===== config.mk =====
export PLATFORM = sky130hd
export DESIGN_NAME = sprite_engine
export DESIGN_NICKNAME = d
export VERILOG_FILES = /design/src/rtl/sprite_pkg.sv /design/src/rtl/sprite_slot_cmp.sv /design/src/rtl/sprite_engine.sv
export SDC_FILE = /design/constraint.sdc
export NUM_CORES = 1
export LEC_CHECK = 0
export CORE_MARGIN = 1
export CORE_UTILIZATION = 60
export CTS_CLUSTER_SIZE = 25
export DETAILED_ROUTE_END_ITERATION = 7
export PLACE_DENSITY = 0.77
export SYNTH_ARGS = -nofsm -noshare
export SYNTH_HDL_FRONTEND = slang
export SYNTH_SLANG_ARGS = --single-unit
export TNS_END_PERCENT = 1

===== constraint.sdc =====
create_clock -name clk -period 7.45 [get_ports clk]
set_input_delay 1.1175 -clock clk [delete_from_list [all_inputs] [get_ports clk]]
set_output_delay 1.1175 -clock clk [all_outputs]
set_load 0.02 [all_outputs]

===== src/rtl/sprite_pkg.sv =====
// rtl/sprite_pkg.sv - shared constants, slot record and scan FSM states
// Purpose: common definitions for sprite_engine and sprite_slot_cmp.
//   NUM_SPR  number of entries in the sprite position/visibility table
//   X_W/Y_W  pixel X / line Y widths, ID_W sprite index width
//   slot_t   one per-line sprite slot: {valid, id, x, row}
//   state_t  scan FSM states
package sprite_pkg;

  localparam int NUM_SPR = 32;
  localparam int X_W     = 10;
  localparam int Y_W     = 9;
  localparam int ID_W    = 5;

  typedef struct packed {
    logic            valid;
    logic [ID_W-1:0] id;
    logic [X_W-1:0]  x;
    logic [3:0]      row;
  } slot_t;

  typedef enum logic [1:0] {
    IDLE = 2'd0,
    SCAN = 2'd1,
    DONE = 2'd2
  } state_t;

endpackage


===== src/rtl/sprite_slot_cmp.sv =====
// rtl/sprite_slot_cmp.sv - X-range compare for one loaded sprite slot
// Purpose: decides whether the current pixel falls inside a slot's sprite.
// Ports:
//   valid_i  slot holds a sprite for this line
//   x_i      sprite left edge
//   pix_x_i  current pixel X
//   hit_o    pixel covered (pix_x >= x and pix_x - x < SPR_SIZE)
//   col_o    texel column within the sprite
module sprite_slot_cmp
  import sprite_pkg::*;
#(
  parameter int SPR_SIZE = 16
) (
  input  logic [0:0]     valid_i,
  input  logic [X_W-1:0] x_i,
  input  logic [X_W-1:0] pix_x_i,
  output logic [0:0]     hit_o,
  output logic [3:0]     col_o
);

  localparam logic [X_W-1:0] SIZE_X = X_W'(SPR_SIZE);

  logic [X_W-1:0] d;

  // The pix_x >= x term keeps the subtraction from wrapping into a false hit.
  assign d     = pix_x_i - x_i;
  assign hit_o = valid_i & (pix_x_i >= x_i) & (d < SIZE_X);
  assign col_o = d[3:0];

endmodule


===== src/rtl/sprite_engine.sv =====
// rtl/sprite_engine.sv - sprite table, per-line scan and per-pixel hit render
// Purpose: holds a 32-entry position/visibility table, scans it in hblank
// into MAX_PER_LINE slots, and reports per-pixel sprite hits one cycle late.
// Ports:
//   clk, reset                 pixel clock, async active-low reset
//   sprite_x/y/sel/pos         position write (pos_x/pos_y[sel])
//   sprite_attr/vis            visibility write (vis[sel])
//   line_start, next_y         start a scan for line next_y
//   de, pix_x                  active video enable and current pixel
//   coll_clr                   clears the collision flag
//   spr_hit/id/col/row         registered winning sprite for previous pixel
//   scan_busy                  FSM is in SCAN
//   overflow                   too many sprites matched the current line
//   collision                  sticky two-slot overlap flag
// Build option: SPRITE_COLLIDE_EN enables collision detection; otherwise
// collision is tied low and coll_clr is ignored.
module sprite_engine
  import sprite_pkg::*;
#(
  parameter int SPR_SIZE     = 16,
  parameter int MAX_PER_LINE = 8
) (
  input  logic            clk,
  input  logic            reset,
  input  logic [X_W-1:0]  sprite_x,
  input  logic [Y_W-1:0]  sprite_y,
  input  logic [ID_W-1:0] sprite_sel,
  input  logic            sprite_pos,
  input  logic            sprite_attr,
  input  logic            sprite_vis,
  input  logic            line_start,
  input  logic [Y_W-1:0]  next_y,
  input  logic            de,
  input  logic [X_W-1:0]  pix_x,
  input  logic            coll_clr,
  output logic            spr_hit,
  output logic [ID_W-1:0] spr_id,
  output logic [3:0]      spr_col,
  output logic [3:0]      spr_row,
  output logic            scan_busy,
  output logic            overflow,
  output logic            collision
);

  localparam logic [Y_W-1:0]  SIZE_Y   = Y_W'(SPR_SIZE);
  localparam logic [ID_W-1:0] LAST_IDX = ID_W'(NUM_SPR - 1);

  // ---------------- sprite table ----------------
  logic [X_W-1:0]     pos_x_q [NUM_SPR];
  logic [Y_W-1:0]     pos_y_q [NUM_SPR];
  logic [NUM_SPR-1:0] vis_q;

  always_ff @(posedge clk or negedge reset) begin
    if (!reset) begin
      for (int k = 0; k < NUM_SPR; k++) begin
        pos_x_q[k] <= '0;
        pos_y_q[k] <= '0;
      end
      vis_q <= '0;
    end else begin
      if (sprite_pos) begin
        pos_x_q[sprite_sel] <= sprite_x;
        pos_y_q[sprite_sel] <= sprite_y;
      end
      if (sprite_attr) begin
        vis_q[sprite_sel] <= sprite_vis;
      end
    end
  end

  // ---------------- scan FSM ----------------
  state_t          state_q, state_d;
  logic [ID_W-1:0] idx_q, idx_d;
  logic [Y_W-1:0]  line_q, line_d;
  slot_t           slots_q [MAX_PER_LINE];
  slot_t           slots_d [MAX_PER_LINE];
  logic            ovf_q, ovf_d;
  logic [Y_W-1:0]  dy;
  logic            match;
  logic            taken;

  // Table is read combinationally, so a write landing on this edge is missed.
  assign dy    = line_q - pos_y_q[idx_q];
  assign match = (state_q == SCAN) & vis_q[idx_q] &
                 (line_q >= pos_y_q[idx_q]) & (dy < SIZE_Y);

  always_comb begin
    state_d = state_q;
    idx_d   = idx_q;
    line_d  = line_q;
    case (state_q)
      IDLE:    if (line_start) state_d = SCAN;
      SCAN:    if (line_start) state_d = SCAN;
               else if (idx_q == LAST_IDX) state_d = DONE;
      DONE:    if (line_start) state_d = SCAN;
      default: state_d = IDLE;
    endcase
    if (line_start) begin
      idx_d  = '0;
      line_d = next_y;
    end else if (state_q == SCAN) begin
      idx_d = idx_q + ID_W'(1);
    end
  end

  // Slots fill lowest-first, so slot order equals ascending sprite id.
  always_comb begin
    slots_d = slots_q;
    ovf_d   = ovf_q;
    taken   = 1'b0;
    if (line_start) begin
      for (int k = 0; k < MAX_PER_LINE; k++) slots_d[k] = '0;
      ovf_d = 1'b0;
    end else if (match) begin
      for (int k = 0; k < MAX_PER_LINE; k++) begin
        if (!slots_q[k].valid && !taken) begin
          slots_d[k].valid = 1'b1;
          slots_d[k].id    = idx_q;
          slots_d[k].x     = pos_x_q[idx_q];
          slots_d[k].row   = dy[3:0];
          taken            = 1'b1;
        end
      end
      if (!taken) ovf_d = 1'b1;
    end
  end

  always_ff @(posedge clk or negedge reset) begin
    if (!reset) begin
      state_q <= IDLE;
      idx_q   <= '0;
      line_q  <= '0;
      ovf_q   <= 1'b0;
      for (int k = 0; k < MAX_PER_LINE; k++) slots_q[k] <= '0;
    end else begin
      state_q <= state_d;
      idx_q   <= idx_d;
      line_q  <= line_d;
      ovf_q   <= ovf_d;
      slots_q <= slots_d;
    end
  end

  assign scan_busy = (state_q == SCAN);
  assign overflow  = ovf_q;

  // ---------------- render ----------------
  logic [MAX_PER_LINE-1:0] slot_hit;
  logic [3:0]              slot_col [MAX_PER_LINE];

  for (genvar g = 0; g < MAX_PER_LINE; g++) begin : g_cmp
    sprite_slot_cmp #(.SPR_SIZE(SPR_SIZE)) u_cmp (
      .valid_i (slots_q[g].valid),
      .x_i     (slots_q[g].x),
      .pix_x_i (pix_x),
      .hit_o   (slot_hit[g]),
      .col_o   (slot_col[g])
    );
  end

  logic            active;
  logic            any_hit;
  logic [ID_W-1:0] win_id;
  logic [3:0]      win_col, win_row;

  assign active = de & ~scan_busy;

  // Descending walk so the lowest hitting slot is the last one written.
  always_comb begin
    any_hit = 1'b0;
    win_id  = '0;
    win_col = '0;
    win_row = '0;
    for (int k = MAX_PER_LINE - 1; k >= 0; k--) begin
      if (slot_hit[k]) begin
        any_hit = 1'b1;
        win_id  = slots_q[k].id;
        win_col = slot_col[k];
        win_row = slots_q[k].row;
      end
    end
  end

  logic            hit_q, hit_d;
  logic [ID_W-1:0] id_q, id_d;
  logic [3:0]      col_q, col_d, row_q, row_d;

  always_comb begin
    hit_d = 1'b0;
    id_d  = '0;
    col_d = '0;
    row_d = '0;
    if (active && any_hit) begin
      hit_d = 1'b1;
      id_d  = win_id;
      col_d = win_col;
      row_d = win_row;
    end
  end

  always_ff @(posedge clk or negedge reset) begin
    if (!reset) begin
      hit_q <= 1'b0;
      id_q  <= '0;
      col_q <= '0;
      row_q <= '0;
    end else begin
      hit_q <= hit_d;
      id_q  <= id_d;
      col_q <= col_d;
      row_q <= row_d;
    end
  end

  assign spr_hit = hit_q;
  assign spr_id  = id_q;
  assign spr_col = col_q;
  assign spr_row = row_q;

  // ---------------- collision ----------------
`ifdef SPRITE_COLLIDE_EN
  localparam int CNT_W = $clog2(MAX_PER_LINE + 1);

  logic [CNT_W-1:0] hit_cnt;
  logic             coll_q, coll_d;

  always_comb begin
    hit_cnt = '0;
    for (int k = 0; k < MAX_PER_LINE; k++) hit_cnt = hit_cnt + CNT_W'(slot_hit[k]);
  end

  // A new collision outranks a simultaneous clear.
  always_comb begin
    coll_d = coll_q;
    if (active && (hit_cnt >= CNT_W'(2))) coll_d = 1'b1;
    else if (coll_clr)                    coll_d = 1'b0;
  end

  always_ff @(posedge clk or negedge reset) begin
    if (!reset) coll_q <= 1'b0;
    else        coll_q <= coll_d;
  end

  assign collision = coll_q;
`else
  logic unused_coll_clr;
  assign unused_coll_clr = coll_clr;
  assign collision       = 1'b0;
`endif

endmodule


==> results of run 1 <==
[per-stage QoR]
stage	utilization	power, mW
floorplan	-	7.41
global placement	0.632	7.94
detailed placement	0.632	8.16
CTS	0.675	12.7
global route	0.675	13.1
finish	0.675	12.6
[layout make-up]
type,instances,area (µm²)
Antenna cell,1,2.50
Clock buffer,127,2530
Timing Repair Buffer,147,1380
Inverter,126,473
Fill cell,4755,22300
Sequential cell,831,20800
Clock inverter,33,464
Multi-Input combinational cell,2035,19500
Tap cell,931,1160
[synth_stat cells (all sizes together) (20+ instances only)]
cell    instances
inv           125
o21ai          73
o221ai         35
dfrtp         831
a21oi          77
mux4          139
mux2i         164
nor2          244
buf            49
nor3           26
clkbuf        171
nand2          98
nand3          20
mux2          718
nor2b          21
ha             91
nand2b         24
o22ai          23
[worst reg2reg max path, cell delays in order, from the launching register on]
cell and delay, ns:
sky130_fd_sc_hd__dfrtp_4 0.64, sky130_fd_sc_hd__nand2b_1 0.52, sky130_fd_sc_hd__buf_12 0.33, sky130_fd_sc_hd__o221ai_1 0.25, sky130_fd_sc_hd__nand2_1 0.09, sky130_fd_sc_hd__nand2_1 0.07, sky130_fd_sc_hd__o221ai_1 0.11, sky130_fd_sc_hd__o21ai_0 0.60
sky130_fd_sc_hd__ha_1 0.33, sky130_fd_sc_hd__fa_1 0.20, sky130_fd_sc_hd__nor2b_1 0.06, sky130_fd_sc_hd__o21ai_1 0.17, sky130_fd_sc_hd__a21oi_1 0.09, sky130_fd_sc_hd__a211oi_1 0.28, sky130_fd_sc_hd__xnor2_1 0.16, sky130_fd_sc_hd__a2111oi_4 0.43
sky130_fd_sc_hd__nand4_1 0.40, sky130_fd_sc_hd__or3_1 0.81, sky130_fd_sc_hd__nor2b_1 0.42, sky130_fd_sc_hd__mux2_1 0.40
[flip-flops by register name (all words and copies together), names as in the netlist]
register and cells:
pos_y_q 288, idx_q 5, spr_row 4, spr_hit 1, overflow 1, state_q 2
spr_id 5, spr_col 4, line_q 9, slots_q 160, vis_q 32, pos_x_q 320
[where the power goes]
part           internal [mW]  switching [mW]
logic                   1.28            1.16
registers               5.27           0.412
clock network           2.68            1.82
total                   9.23            3.40
[worst min-delay path by stage]
| stage | endpoint | depth (start not counted) | slack (ns) | start |
|---|---|---|---|---|
| after floorplan | state_q[0]$_DFFE_PN0P_ | 1 | 0.44 | state_q[1]$_DFFE_PN0P_ |
| after global placement | state_q[0]$_DFFE_PN0P_ | 1 | 0.45 | state_q[1]$_DFFE_PN0P_ |
| after detailed placement | state_q[0]$_DFFE_PN0P_ | 1 | 0.47 | state_q[1]$_DFFE_PN0P_ |
| after CTS | state_q[0]$_DFFE_PN0P_ | 1 | 0.47 | state_q[1]$_DFFE_PN0P_ |
| after global routing | state_q[0]$_DFFE_PN0P_ | 1 | 0.50 | state_q[1]$_DFFE_PN0P_ |
| final | state_q[0]$_DFFE_PN0P_ | 1 | 0.46 | state_q[1]$_DFFE_PN0P_ |
[layer usage]
layer | up-vias | wire length (µm) | track usage
met4 | 4 | 4490 | 0.131
met2 | 974 | 52800 | 0.520
li1 | 11700 | - | -
met5 | - | 23 | 0
met3 | 261 | 6090 | 0.0477
met1 | 14300 | 43400 | 0.408
[logic make-up (layout without fill, tap and decap cells)]
kind of cell / after synthesis / in the layout / synth area share
multiplexers: 1021 / 1021 / 0.310
AO/OA/AOI/OAI: 342 / 342 / 0.0559
XOR/XNOR: 29 / 29 / 0.00611
flip-flops: 831 / 831 / 0.500
other: 1 / 2 / 0.0000902
buffers and inverters: 346 / 433 / 0.0327
adder cells (fa/ha/maj): 100 / 100 / 0.0317
AND/OR/NAND/NOR: 542 / 542 / 0.0627
==> flow_results.xml, run 1 <==
<?xml version="1.0" encoding="UTF-8"?>
<metrics>
  <group name="global_routing">
    <metric name="overall_overflow_remaining_after_global_route" unit="">0</metric>
    <metric name="maximum_number_of_pins_on_one_net_before_global_route_repair" unit="">202</metric>
    <metric name="grt_antenna_before_repair" unit="">4</metric>
    <metric name="wire_length_of_the_first_global_routing_pass" unit="mm">167</metric>
    <metric name="grt_pass1_vias" unit="">28700</metric>
    <metric name="grt.total_usage" unit="">0.311</metric>
  </group>
  <group name="timing">
    <metric name="setup-violations-final" unit="">0</metric>
    <metric name="maxSlewViolCount" unit="">0</metric>
    <metric name="final_critical_path_setup_slack" unit="ns">0.953</metric>
    <metric name="finClkSkew" unit="ns">0.0284</metric>
    <metric name="fmax" unit="MHz">154</metric>
    <metric name="unrepaired_setup_endpoints_after_global_routing" unit="">false</metric>
    <metric name="transition_time_at_the_pin_with_the_least_slew_margin" unit="ns">1.23</metric>
    <metric name="relSlewSlack" unit="">0.175</metric>
    <metric name="final.setup.tns" unit="ns">0</metric>
    <metric name="post-route-min-period" unit="ns">6.50</metric>
    <metric name="timing.final.hold_violations" unit="">0</metric>
    <metric name="min_period_over_period" unit="">0.872</metric>
    <metric name="hold-worst-slack" unit="ns">0.462</metric>
  </group>
  <group name="worst_setup_path">
    <metric name="largest_incremental_delay_on_the_critical_path" unit="ns">0.81</metric>
    <metric name="crit_path_end_kind" unit="">flop</metric>
    <metric name="critical_path.startpoint" unit="">idx_q[1]$_DFFE_PN0P_</metric>
    <metric name="setup.worst_path.start_class" unit="">flop</metric>
    <metric name="setup_crit_end" unit="">slots_q[27]$_DFFE_PN0P_</metric>
    <metric name="worstPathArrival" unit="ns">7.00</metric>
    <metric name="criticalPathCategory" unit="">reg2reg</metric>
    <metric name="critical_path.top_delay_family" unit="">simple AND/OR/NAND/NOR gates</metric>
    <metric name="crit_path_cell_trace" unit="">nand2b_1, buf_12, o221ai_1, nand2_1, nand2_1, o221ai_1, o21ai_0, ha_1, fa_1, nor2b_1, o21ai_1, a21oi_1, a211oi_1, xnor2_1, a2111oi_4, nand4_1, or3_1, nor2b_1, mux2_1</metric>
    <metric name="worstRegToRegCells" unit="">19</metric>
    <metric name="cp.depth" unit="">19</metric>
    <metric name="required" unit="ns">7.96</metric>
    <metric name="critical_path.reg2reg.endpoint" unit="">slots_q[27]$_DFFE_PN0P_</metric>
    <metric name="critPathMaxFanout" unit="">28</metric>
    <metric name="crit_path_top_delay_cell" unit="">sky130_fd_sc_hd__or3_1</metric>
    <metric name="regToRegSetupSlack" unit="ns">0.95</metric>
    <metric name="r2r_start" unit="">idx_q[1]$_DFFE_PN0P_</metric>
    <metric name="critical_path_buffers_and_inverters" unit="">1</metric>
  </group>
  <group name="place">
    <metric name="place_inst" unit="">4070</metric>
    <metric name="dp.final_hpwl" unit="mm">66.1</metric>
    <metric name="placement.setup.worst_slack" unit="ns">1.13</metric>
    <metric name="buffer_ports.inserted" unit="">65</metric>
    <metric name="post_dp_cell_area" unit="µm²">43300</metric>
    <metric name="finalWeightedCongestion" unit="">0.857</metric>
  </group>
  <group name="die">
    <metric name="number_of_placement_rows" unit="">96</metric>
    <metric name="floorplan.die.height" unit="µm">265</metric>
    <metric name="ios" unit="">68</metric>
    <metric name="chip_width" unit="µm">265</metric>
    <metric name="floorplan.die_area" unit="µm²">70300</metric>
    <metric name="initial_utilization" unit="">0.606</metric>
    <metric name="floorplan.core_area" unit="µm²">68600</metric>
  </group>
  <group name="power_and_ir_drop">
    <metric name="power-per-cell-area" unit="nW/µm²">273</metric>
    <metric name="irDropWorstVdd" unit="mV">0.188</metric>
    <metric name="p_leak" unit="nW">20.3</metric>
  </group>
  <group name="clock_network">
    <metric name="tritoncts_num_sinks" unit="">831</metric>
    <metric name="cts_resized" unit="">0</metric>
    <metric name="postCtsSetupBuffers" unit="">0</metric>
    <metric name="hold_buffers" unit="">0</metric>
    <metric name="cts_made_buffers" unit="">87</metric>
    <metric name="cts.root.buffer_cell" unit="">sky130_fd_sc_hd__clkbuf_16</metric>
    <metric name="path_clk_slew" unit="ns">0.06</metric>
    <metric name="cts_tree" unit="">yes</metric>
    <metric name="worst_skew_pair.late_latency" unit="ns">0.65</metric>
    <metric name="cts_max_path_buffers" unit="">3</metric>
    <metric name="htreeDepth" unit="">3</metric>
  </group>
  <group name="synth">
    <metric name="post-synth-top-area-fraction" unit="">0.500</metric>
    <metric name="synth-edff-count" unit="">0</metric>
    <metric name="syn-num-nets" unit="">3363</metric>
    <metric name="yosysUniqueCellTypes" unit="">80</metric>
    <metric name="asyncSetResetFlopFracSynth" unit="">1.00</metric>
    <metric name="netlist.top_cell.by_area" unit="">sky130_fd_sc_hd__dfrtp_1</metric>
    <metric name="netlist_instances" unit="">3212</metric>
    <metric name="mean_syn_cell_area" unit="µm²">12.9</metric>
    <metric name="synth_flop_cell" unit="">sky130_fd_sc_hd__dfrtp_1</metric>
    <metric name="synth-seq-area-share" unit="">0.500</metric>
    <metric name="synth.cell_area" unit="µm²">41600</metric>
    <metric name="synth_seq_cells" unit="">831</metric>
    <metric name="post_synth_main_area_contributors" unit="">sky130_fd_sc_hd__dfrtp_1 (50%), sky130_fd_sc_hd__mux2_2 (19%), sky130_fd_sc_hd__mux4_2 (7.5%)</metric>
    <metric name="synth.yosys.warnings" unit="">0</metric>
  </group>
  <group name="min_path">
    <metric name="worstHoldPathType" unit="">reg2reg</metric>
  </group>
  <group name="run_status">
    <metric name="outcome" unit="">complete, but fails checks</metric>
    <metric name="violations" unit="">DRC</metric>
  </group>
  <group name="cells_and_area">
    <metric name="mostFrequentLayoutCell" unit="">sky130_fd_sc_hd__dfrtp_1</metric>
    <metric name="nNetsFinal" unit="">3379</metric>
    <metric name="stdcell_area" unit="µm²">46300</metric>
    <metric name="area_growth_syn_to_layout" unit="%">11.5</metric>
    <metric name="final_layout_size_suffix_gt1_frac" unit="">0.339</metric>
    <metric name="final-instance-count-excl-fill" unit="">4231</metric>
    <metric name="mostFrequentLayoutCells" unit="">sky130_fd_sc_hd__dfrtp_1 (827), sky130_fd_sc_hd__mux2_2 (690), sky130_fd_sc_hd__nor2_1 (213)</metric>
  </group>
  <group name="routing">
    <metric name="postRouteAntennaNets" unit="">0</metric>
    <metric name="detail_route.iter0.violations" unit="">2505</metric>
    <metric name="firstDrtPassIters" unit="">7</metric>
    <metric name="routed_via_density" unit="">6.44</metric>
    <metric name="post-route-drc-count" unit="">2</metric>
    <metric name="via_count" unit="">27200</metric>
    <metric name="route.final.wire_length" unit="mm">107</metric>
    <metric name="avg_wl_per_cell" unit="µm">25.3</metric>
  </group>
  <group name="flow_run">
    <metric name="drv_cap" unit="">0</metric>
  </group>
</metrics>
Note: power is estimated with default switching activity, not from simulation.
==> run 2: changes to the inputs <==
--- a/config.mk
+++ b/config.mk
@@ -6,7 +6,7 @@
 export NUM_CORES = 1
 export LEC_CHECK = 0
 export CORE_MARGIN = 1
-export CORE_UTILIZATION = 60
+export CORE_UTILIZATION = 57
 export CTS_CLUSTER_SIZE = 25
 export DETAILED_ROUTE_END_ITERATION = 7
 export PLACE_DENSITY = 0.77
==> constraint.sdc (replaced) <==
create_clock -name clk -period 5.8 [get_ports clk]
set_input_delay 0.87 -clock clk [delete_from_list [all_inputs] [get_ports clk]]
set_output_delay 0.87 -clock clk [all_outputs]
set_load 0.02 [all_outputs]
==> run 2 against run 1 <==
  * The flow now finishes without violations
  * Sequential cell count stayed put
  * First-iteration DRC count is 5.7% lower
  * Register-to-register slack worse by 0.62 ns
  * Power is 25% higher
  * Clock skew is 0.011 ns higher
  * Routed wire length is 0.12% higher
  * Critical path type unchanged
  * Largest cell class unchanged
  * Largest power group unchanged
==> flow_results.xml, run 2 (synthesis results as in run 1) <==
<?xml version="1.0" encoding="UTF-8"?>
<metrics>
  <group name="clock_network">
    <metric name="postCtsSetupBuffers" unit="">0</metric>
    <metric name="cts_made_buffers" unit="">84</metric>
    <metric name="cts.root.buffer_cell" unit="">sky130_fd_sc_hd__clkbuf_16</metric>
    <metric name="cts_max_path_buffers" unit="">3</metric>
    <metric name="cts_resized" unit="">0</metric>
    <metric name="path_clk_slew" unit="ns">0.06</metric>
    <metric name="worst_skew_pair.late_latency" unit="ns">0.65</metric>
    <metric name="hold_buffers" unit="">0</metric>
    <metric name="htreeDepth" unit="">3</metric>
    <metric name="cts_tree" unit="">yes</metric>
    <metric name="tritoncts_num_sinks" unit="">831</metric>
  </group>
  <group name="routing">
    <metric name="firstDrtPassIters" unit="">6</metric>
    <metric name="routed_via_density" unit="">6.38</metric>
    <metric name="postRouteAntennaNets" unit="">0</metric>
    <metric name="route.final.wire_length" unit="mm">107</metric>
    <metric name="post-route-drc-count" unit="">0</metric>
    <metric name="via_count" unit="">27100</metric>
    <metric name="detail_route.iter0.violations" unit="">2362</metric>
    <metric name="avg_wl_per_cell" unit="µm">25.2</metric>
  </group>
  <group name="die">
    <metric name="number_of_placement_rows" unit="">98</metric>
    <metric name="chip_width" unit="µm">272</metric>
    <metric name="ios" unit="">68</metric>
    <metric name="floorplan.core_area" unit="µm²">71900</metric>
    <metric name="floorplan.die_area" unit="µm²">74000</metric>
    <metric name="initial_utilization" unit="">0.578</metric>
    <metric name="floorplan.die.height" unit="µm">272</metric>
  </group>
  <group name="cells_and_area">
    <metric name="area_growth_syn_to_layout" unit="%">11.2</metric>
    <metric name="nNetsFinal" unit="">3389</metric>
    <metric name="top_register" unit="">pos_x_q</metric>
    <metric name="largest_register_ff_count" unit="">320</metric>
    <metric name="final_layout_size_suffix_gt1_frac" unit="">0.341</metric>
    <metric name="top_regs" unit="">pos_x_q x320, pos_y_q x288, slots_q x160</metric>
    <metric name="mostFrequentLayoutCells" unit="">sky130_fd_sc_hd__dfrtp_1 (827), sky130_fd_sc_hd__mux2_2 (690), sky130_fd_sc_hd__nor2_1 (213)</metric>
    <metric name="mostFrequentLayoutCell" unit="">sky130_fd_sc_hd__dfrtp_1</metric>
    <metric name="post-route-util" unit="">0.643</metric>
  </group>
  <group name="power_and_ir_drop">
    <metric name="net-switching-power" unit="mW">4.29</metric>
    <metric name="post-layout-total-power" unit="mW">15.8</metric>
    <metric name="power.clock.fraction" unit="">0.341</metric>
    <metric name="irDropWorstVdd" unit="mV">0.240</metric>
    <metric name="power_frac_comb" unit="">0.199</metric>
    <metric name="sw_frac_of_total" unit="">0.271</metric>
    <metric name="part_of_the_power_in_registers" unit="">0.460</metric>
    <metric name="p_leak" unit="nW">20.2</metric>
    <metric name="power-per-cell-area" unit="nW/µm²">342</metric>
    <metric name="power.internal" unit="mW">11.5</metric>
  </group>
  <group name="timing">
    <metric name="post-route-min-period" unit="ns">5.47</metric>
    <metric name="setup-violations-final" unit="">0</metric>
    <metric name="unrepaired_setup_endpoints_after_global_routing" unit="">false</metric>
    <metric name="hold-worst-slack" unit="ns">0.306</metric>
    <metric name="maxSlewViolCount" unit="">0</metric>
    <metric name="timing.final.hold_violations" unit="">0</metric>
    <metric name="finClkSkew" unit="ns">0.0397</metric>
    <metric name="final.setup.tns" unit="ns">0</metric>
    <metric name="transition_time_at_the_pin_with_the_least_slew_margin" unit="ns">1.24</metric>
    <metric name="fmax" unit="MHz">183</metric>
    <metric name="relSlewSlack" unit="">0.169</metric>
    <metric name="min_period_over_period" unit="">0.942</metric>
  </group>
  <group name="worst_setup_path">
    <metric name="crit_path_end_kind" unit="">flop</metric>
    <metric name="criticalPathCategory" unit="">reg2reg</metric>
    <metric name="required" unit="ns">6.32</metric>
    <metric name="setup.worst_path.start_class" unit="">flop</metric>
    <metric name="critPathMaxFanout" unit="">36</metric>
    <metric name="worstPathArrival" unit="ns">5.98</metric>
  </group>
  <group name="global_routing">
    <metric name="grt.total_usage" unit="">0.295</metric>
    <metric name="grt_pass1_vias" unit="">28600</metric>
    <metric name="overall_overflow_remaining_after_global_route" unit="">0</metric>
    <metric name="grt_antenna_before_repair" unit="">6</metric>
    <metric name="maximum_number_of_pins_on_one_net_before_global_route_repair" unit="">157</metric>
    <metric name="wire_length_of_the_first_global_routing_pass" unit="mm">167</metric>
  </group>
  <group name="place">
    <metric name="dp.final_hpwl" unit="mm">65.9</metric>
    <metric name="buffer_ports.inserted" unit="">65</metric>
    <metric name="finalWeightedCongestion" unit="">0.907</metric>
  </group>
  <group name="min_path">
    <metric name="worstHoldPathType" unit="">in2async</metric>
  </group>
  <group name="flow_run">
    <metric name="drv_cap" unit="">0</metric>
  </group>
  <group name="run_status">
    <metric name="outcome" unit="">complete, no violations</metric>
  </group>
</metrics>
run 2: cell count changes in the layout (fill, tap and decap cells not counted), moves of 3 or more:
cell                        previous run  this run
sky130_fd_sc_hd__buf_4                74        87
sky130_fd_sc_hd__clkbuf_1             23        20
sky130_fd_sc_hd__clkbuf_8             14        17
sky130_fd_sc_hd__clkbuf_16            90        85
sky130_fd_sc_hd__bufinv_16             9         4
run 2: worst paths after layout:
path | startpoint | end | slack [ns] | cells after the start
min in group clk | state_q[1]$_DFFE_PN0P_ | state_q[0]$_DFFE_PN0P_ | 0.47 | 1
hold / removal | reset | spr_hit$_DFF_PN0_ | 0.31 | 1
setup reg to reg | idx_q[0]$_DFFE_PN0P_ | slots_q[12]$_DFFE_PN0P_ | 0.33 | 18
hold reg to reg | state_q[1]$_DFFE_PN0P_ | state_q[0]$_DFFE_PN0P_ | 0.47 | 1
max in group asynchronous | reset | slots_q[73]$_DFFE_PN0P_ | 3.96 | 2
setup / recovery | idx_q[0]$_DFFE_PN0P_ | slots_q[12]$_DFFE_PN0P_ | 0.33 | 18
run 2: worst max-delay path, cell delays in order, from the launching register on:
cell	delay (ns)
sky130_fd_sc_hd__dfrtp_4	0.48
sky130_fd_sc_hd__buf_12	0.28
sky130_fd_sc_hd__mux4_2	0.54
sky130_fd_sc_hd__o22ai_1	0.17
sky130_fd_sc_hd__nor3_1	0.08
sky130_fd_sc_hd__a21oi_1	0.51
sky130_fd_sc_hd__ha_1	0.37
sky130_fd_sc_hd__nor2b_1	0.15
sky130_fd_sc_hd__o21ai_2	0.12
sky130_fd_sc_hd__a21oi_1	0.11
sky130_fd_sc_hd__o21a_1	0.20
sky130_fd_sc_hd__or3_1	0.36
sky130_fd_sc_hd__a2111oi_4	0.45
sky130_fd_sc_hd__nand4_1	0.22
sky130_fd_sc_hd__buf_4	0.22
sky130_fd_sc_hd__nor4_2	0.20
sky130_fd_sc_hd__buf_4	0.37
sky130_fd_sc_hd__nor2_1	0.12
sky130_fd_sc_hd__mux2_2	0.32
run 2: power by group through the flow:
stage	Sequential, mW	Clock [mW]	Combinational (mW)
final	7.27	5.39	3.14
after global routing	7.38	5.70	3.41
after CTS	7.26	5.48	3.14
after detailed placement	7.36	0	3.12
after global placement	7.24	0	2.95
after floorplan	7.17	0	2.34
run 2: metrics by stage:
step | instance area (µm²) | instances | worst slack (ns)
finish | 46200 | 4253 | 0.335
global route | 46200 | 4253 | 0.0755
CTS | 46200 | 4252 | 0.420
detailed placement | 43400 | 4102 | 0.478
global placement | 43400 | 4102 | 0.516
floorplan | 41600 | 3212 | 0.0384
run 2: layout make-up:
class | instances | area, µm²
fillers | 5186 | 25700
flip-flops and latches | 831 | 20800
multi-input cells | 2035 | 19500
clock buffers | 122 | 2440
repair buffers | 160 | 1480
well taps | 950 | 1190
inverters | 126 | 473
clock inverters | 28 | 328
diodes | 1 | 2.50
run 2: per-layer routing:
metal,up-vias,share of wire,GRT usage
li1,11700,-,-
met2,1001,0.48,0.480
met4,8,0.051,0.146
met5,-,0.00047,0
met1,14100,0.40,0.387
met3,310,0.063,0.0462
